File: src/rtl/sw_button_ctrl.sv
`default_nettype none
// ============================================================================
//  Module      : sw_button_ctrl
//  Description : Stopwatch front-end. Synchronises and debounces the raw
//                start/stop and clear buttons, turns accepted presses into
//                single-cycle events and runs the IDLE/RUNNING/PAUSED state
//                machine that drives the time-count stage.
//                Optional lap button and display-hold output are built when
//                the macro SW_BUTTON_LAP_EN is defined.
//  Revision    : 1.0 - initial release
// ============================================================================
module sw_button_ctrl #(
    parameter int DEBOUNCE_CYCLES = 1000000,
    parameter int CNT_W           = 20
) (
    input  logic       clk,
    input  logic       reset,
    input  logic       btn_start_i,
    input  logic       btn_clear_i,
`ifdef SW_BUTTON_LAP_EN
    input  logic       btn_lap_i,
    output logic       lap_hold_o,
`endif
    output logic       run_o,
    output logic       clear_o,
    output logic [1:0] state_o
);

`ifdef SW_BUTTON_LAP_EN
    localparam int c_num_btn = 3;
`else
    localparam int c_num_btn = 2;
`endif

    // Terminal count: a level must hold this many further cycles to be accepted.
    localparam logic [CNT_W-1:0] c_cnt_last = CNT_W'(DEBOUNCE_CYCLES - 1);

    typedef enum logic [1:0] {
        ST_IDLE    = 2'b00,
        ST_RUNNING = 2'b01,
        ST_PAUSED  = 2'b10
    } state_t;

    logic [c_num_btn-1:0] w_raw;
    logic [c_num_btn-1:0] w_press;

    logic   w_start_evt;
    logic   w_clear_evt;
    state_t r_state;
    state_t w_state_next;
    logic   w_clear_next;
    logic   r_run;
    logic   r_clear;

`ifdef SW_BUTTON_LAP_EN
    assign w_raw = {btn_lap_i, btn_clear_i, btn_start_i};
`else
    assign w_raw = {btn_clear_i, btn_start_i};
`endif

    // One identical synchroniser / debouncer / edge detector per button.
    generate
        for (genvar gi = 0; gi < c_num_btn; gi++) begin : g_btn
            logic             r_sync1;
            logic             r_sync2;
            logic             r_stable;
            logic             r_stable_d;
            logic [CNT_W-1:0] r_cnt;

            // Synchronise, then accept a new level only after it holds long enough.
            always_ff @(posedge clk or posedge reset) begin
                if (reset) begin
                    r_sync1    <= 1'b0;
                    r_sync2    <= 1'b0;
                    r_stable   <= 1'b0;
                    r_stable_d <= 1'b0;
                    r_cnt      <= '0;
                end else begin
                    r_sync1    <= w_raw[gi];
                    r_sync2    <= r_sync1;
                    r_stable_d <= r_stable;
                    if (r_sync2 == r_stable) begin
                        r_cnt <= '0;
                    end else if (r_cnt == c_cnt_last) begin
                        r_stable <= r_sync2;
                        r_cnt    <= '0;
                    end else begin
                        r_cnt <= r_cnt + 1'b1;
                    end
                end
            end

            // Rising edge of the debounced level; releases produce nothing.
            assign w_press[gi] = r_stable & ~r_stable_d;
        end
    endgenerate

    assign w_start_evt = w_press[0];
    assign w_clear_evt = w_press[1];

    // Next-state decode: clear outranks start except in RUNNING, where clear is ignored.
    always_comb begin
        w_state_next = r_state;
        w_clear_next = 1'b0;
        case (r_state)
            ST_IDLE: begin
                if (w_clear_evt) begin
                    w_clear_next = 1'b1;
                end else if (w_start_evt) begin
                    w_state_next = ST_RUNNING;
                end
            end
            ST_RUNNING: begin
                if (w_start_evt) begin
                    w_state_next = ST_PAUSED;
                end
            end
            ST_PAUSED: begin
                if (w_clear_evt) begin
                    w_state_next = ST_IDLE;
                    w_clear_next = 1'b1;
                end else if (w_start_evt) begin
                    w_state_next = ST_RUNNING;
                end
            end
            default: begin
                w_state_next = ST_IDLE;
            end
        endcase
    end

    // State and registered outputs; run follows the next state so it moves with state_o.
    always_ff @(posedge clk or posedge reset) begin
        if (reset) begin
            r_state <= ST_IDLE;
            r_run   <= 1'b0;
            r_clear <= 1'b0;
        end else begin
            r_state <= w_state_next;
            r_run   <= (w_state_next == ST_RUNNING);
            r_clear <= w_clear_next;
        end
    end

    assign state_o = r_state;
    assign run_o   = r_run;
    assign clear_o = r_clear;

`ifdef SW_BUTTON_LAP_EN
    logic w_lap_evt;
    logic w_hold_next;
    logic r_lap_hold;

    assign w_lap_evt = w_press[2];

    // Hold only survives while staying in RUNNING; lap toggles it there and nowhere else.
    always_comb begin
        w_hold_next = r_lap_hold;
        if (w_state_next != ST_RUNNING) begin
            w_hold_next = 1'b0;
        end else if ((r_state == ST_RUNNING) && w_lap_evt) begin
            w_hold_next = ~r_lap_hold;
        end
    end

    // Display-hold register.
    always_ff @(posedge clk or posedge reset) begin
        if (reset) begin
            r_lap_hold <= 1'b0;
        end else begin
            r_lap_hold <= w_hold_next;
        end
    end

    assign lap_hold_o = r_lap_hold;
`endif

endmodule
`default_nettype wire

File: config.mk
export PLATFORM = sky130hd
export DESIGN_NAME = sw_button_ctrl
export DESIGN_NICKNAME = d
export VERILOG_FILES = /design/src/rtl/sw_button_ctrl.sv
export SDC_FILE = /design/constraint.sdc
export NUM_CORES = 1
export LEC_CHECK = 0
export ABC_AREA = 1
export BUFFER_PORTS_ARGS = -buffer_cell sky130_fd_sc_hd__buf_2
export CAP_MARGIN = 20
export CELL_PAD_IN_SITES_DETAIL_PLACEMENT = 0
export CELL_PAD_IN_SITES_GLOBAL_PLACEMENT = 1
export CORE_UTILIZATION = 45
export DETAILED_ROUTE_END_ITERATION = 8
export GPL_TIMING_DRIVEN = 0
export PLACE_DENSITY_LB_ADDON = 0.2
export SETUP_SLACK_MARGIN = 0.4
export SLEW_MARGIN = 20
export SYNTH_ARGS = -nofsm -noshare
export SYNTH_HDL_FRONTEND = slang
export SYNTH_SLANG_ARGS = --single-unit
File: constraint.sdc
create_clock -name clk -period 3.3 [get_ports clk]
set_input_delay 0.495 -clock clk [delete_from_list [all_inputs] [get_ports clk]]
set_output_delay 0.495 -clock clk [all_outputs]
set_load 0.01 [all_outputs]
==> flow_summary.yaml <==
routing:
  firstDrtPassIters: 4
  drc: 0
  vias: 2085
  ant_nets: 0
  wl_per_cell_um: 12.9
  routed_wl_mm: 5.34
  drt_iter0_markers: 95
  vias_per_cell: 5.02
timing:
  slew_violations: 0
  slew-limit-headroom_pct: 72.9
  setup_tns_ns: 0
  rsz0062_at_grt: "no"
  fin_crit_ns: 1.46
  fin_crit_sh_pct: 44.1
  final-setup-viol-count: 0
  tightest_slew_ns: 0.406
  hold_violations: 0
  fmax_mhz: 687
  clock_skew_ns: 0.00755
run_status:
  status: "finished clean"
logic_synthesis:
  synth_area_leaders: "dfrtp_1 (48%), nor2_1 (11%), nand2_1 (6.6%), nand3_1 (4.6%), inv_1 (4.3%)"
  ys_seq_area_share_pct: 47.9
  synth_warnings: 0
  synth_top_cell_by_area: "dfrtp_1"
  syn_nets: 332
  synth.avg_cell_area_um2: 8.32
  synth_top_area_share_pct: 47.9
  ys_ff_latch: 52
  synthCells: 326
  ys_types: 27
  synthesis.area_um2: 2710
finish:
  drive_gt1_share_pct: 16.0
  final_common_cell: "nor2_1"
  nFillCells: 541
  fin_nets: 348
  fin_area_um2: 3000
  layout_common_cells: "nor2_1 (77), dfrtp_1 (52), nand2_1 (48)"
  num_antenna_cells: 0
  final_util_pct: 52.9
  multi_input_area_um2: 1280
  area_growth_syn_to_layout_pct: 10.6
  seq_area_um2: 1300
cts:
  cts_tree: "done"
  root_buffer: "clkbuf_8"
  tritoncts.num_buffers: 5
  clk_pin_slew_ns: 0.09
  holdBufCountCts: 0
  insertion_delay_ns: 0.30
  cts_htree_levels: 2
  cts.sinks: 52
  cts_buffer_depth: 2
  cts_resized: 0
  post-cts-setup-buffers: 0
die:
  die_w_um: 79.7
  coreArea_um2: 5680
  die_h_um: 79.7
  rows: 27
  pin_count: 8
  start_util_pct: 47.8
  die_area_um2: 6350
grt:
  grt-ovfl-total: 0
  grt_pass1_wl_mm: 9.75
  grtUsageTotal_pct: 19.9
  antenna_found_initial: 0
  grt_max_degree: 20
  grt_pass1_vias: 2192
job:
  drv_cap: 0
setup_path:
  end_kind: "register"
  cp_cell_sequence: "ha_1 > nand3_2 > nor2_4 > nand3_2 > nand2_2 > nor2_1"
  max_stage_delay_ns: 0.38
  cp_slowest_cell: "dfrtp_1"
  worstSetupStartpointType: "register"
  path_class: "register to register"
  worstRegToRegCells: 6
  cp_common_cell: "nand3_2"
  required_ns: 3.49
  crit_fanout: 8
  worst_ep_arrival_time_ns: 1.65
place:
  place_area_um2: 2890
  place_hpwl_mm: 3.99
  gp_congestion: 0.840
  portBuffers: 7
pwr:
  leakagePower_uw: 0.00131
  ir_drop_v: 0.000210
  power.density_nw_per_um2: 377
min_path:
  hold_path.class: "primary input to async pin"
logic make-up (layout without fill, tap and decap cells):
kind of cell | count (synthesis) | count (layout) | synth area share, %
AOI/OAI and AO/OA | 18 | 18 | 3.92
DFF | 52 | 52 | 47.9
buffers and inverters | 35 | 52 | 4.84
and+or+nand+nor | 197 | 197 | 34.7
adders and majority gates | 2 | 2 | 0.922
xor gates and xnor gates | 22 | 22 | 7.65
routing by layer:
layer | track usage, % | wire length, um | up-vias
li1 | - | - | 1066
met1 | 25.3 | 2500 | 986
met2 | 34.5 | 2630 | 24
met3 | 3.09 | 134 | 9
met4 | 6.00 | 77 | 0
met5 | 0 | 0 | -
power breakdown:
part / internal, uW / switching, uW / leakage, uW
registers: 645 / 6.76 / 0.000712
logic: 17.0 / 31.9 / 0.000544
clock network: 225 / 207 / 0.0000552
total: 887 / 245 / 0.00131
worst max-delay path: cells and delay by family (launching register included):
family / cells / cell delay [ns]
AND/OR/NAND/NOR: 5 / 0.77
adder cells (fa/ha/maj): 1 / 0.20
flip-flops: 1 / 0.38
synth_stat cells:
master,n
nand2_1,48
xor2_2,2
nor3_2,1
nand3_1,25
nand2_4,2
nor2_4,5
nor3_1,5
nor2_1,77
nand2_2,10
nand3_2,4
nand3b_1,1
nor2_2,9
nand4_1,9
xor2_1,13
a21oi_1,5
ha_1,2
o21a_1,2
nand3b_2,1
o21bai_1,3
o31ai_1,1
o21ai_0,3
inv_2,4
xnor2_1,7
o22ai_1,1
o21ai_1,3
dfrtp_1,52
inv_1,31
final timing paths:
check / slack [ns] / end / from
min in group clk: 0.29 / g_btn[0].r_sync1$_DFF_PP0_ / btn_start_i
max: 1.84 / g_btn[0].r_cnt[9]$_DFF_PP0_ / g_btn[0].r_cnt[0]$_DFF_PP0_
max in group asynchronous: 2.53 / g_btn[1].r_cnt[2]$_DFF_PP0_ / reset
min: 0.17 / g_btn[0].r_stable$_DFFE_PP0P_ / reset
max reg2reg: 1.84 / g_btn[0].r_cnt[9]$_DFF_PP0_ / g_btn[0].r_cnt[0]$_DFF_PP0_
min reg2reg: 0.36 / g_btn[1].r_sync2$_DFF_PP0_ / g_btn[1].r_sync1$_DFF_PP0_
per-stage QoR:
stage	cells	hold WS, ns	setup WS (ns)	power (uW)
2_1_floorplan	326	0.331	1.55	694
3_3_place_gp	405	0.336	0.856	706
3_5_place_dp	407	0.342	1.81	715
4_1_cts	415	0.171	1.82	1150
5_1_grt	415	0.202	1.66	1180
6_report	415	0.168	1.84	1130
sequential cells by signal, summed over array words and instances, names as in the netlist:
register          flops
clear_o               1
g_btn.r_cnt          40
g_btn.r_stable        2
g_btn.r_stable_d      2
g_btn.r_sync1         2
g_btn.r_sync2         2
run_o                 1
state_o               2
area by class of cell:
class / count / share of cell area [%]
Multi-Input combinational cell: 239 / 42.7
Clock buffer: 6 / 2.42
Tap cell: 72 / 3.00
Sequential cell: 52 / 43.4
Inverter: 35 / 4.38
Clock inverter: 2 / 1.17
Timing Repair Buffer: 9 / 3.00
Power figures use the tool's default switching activity.
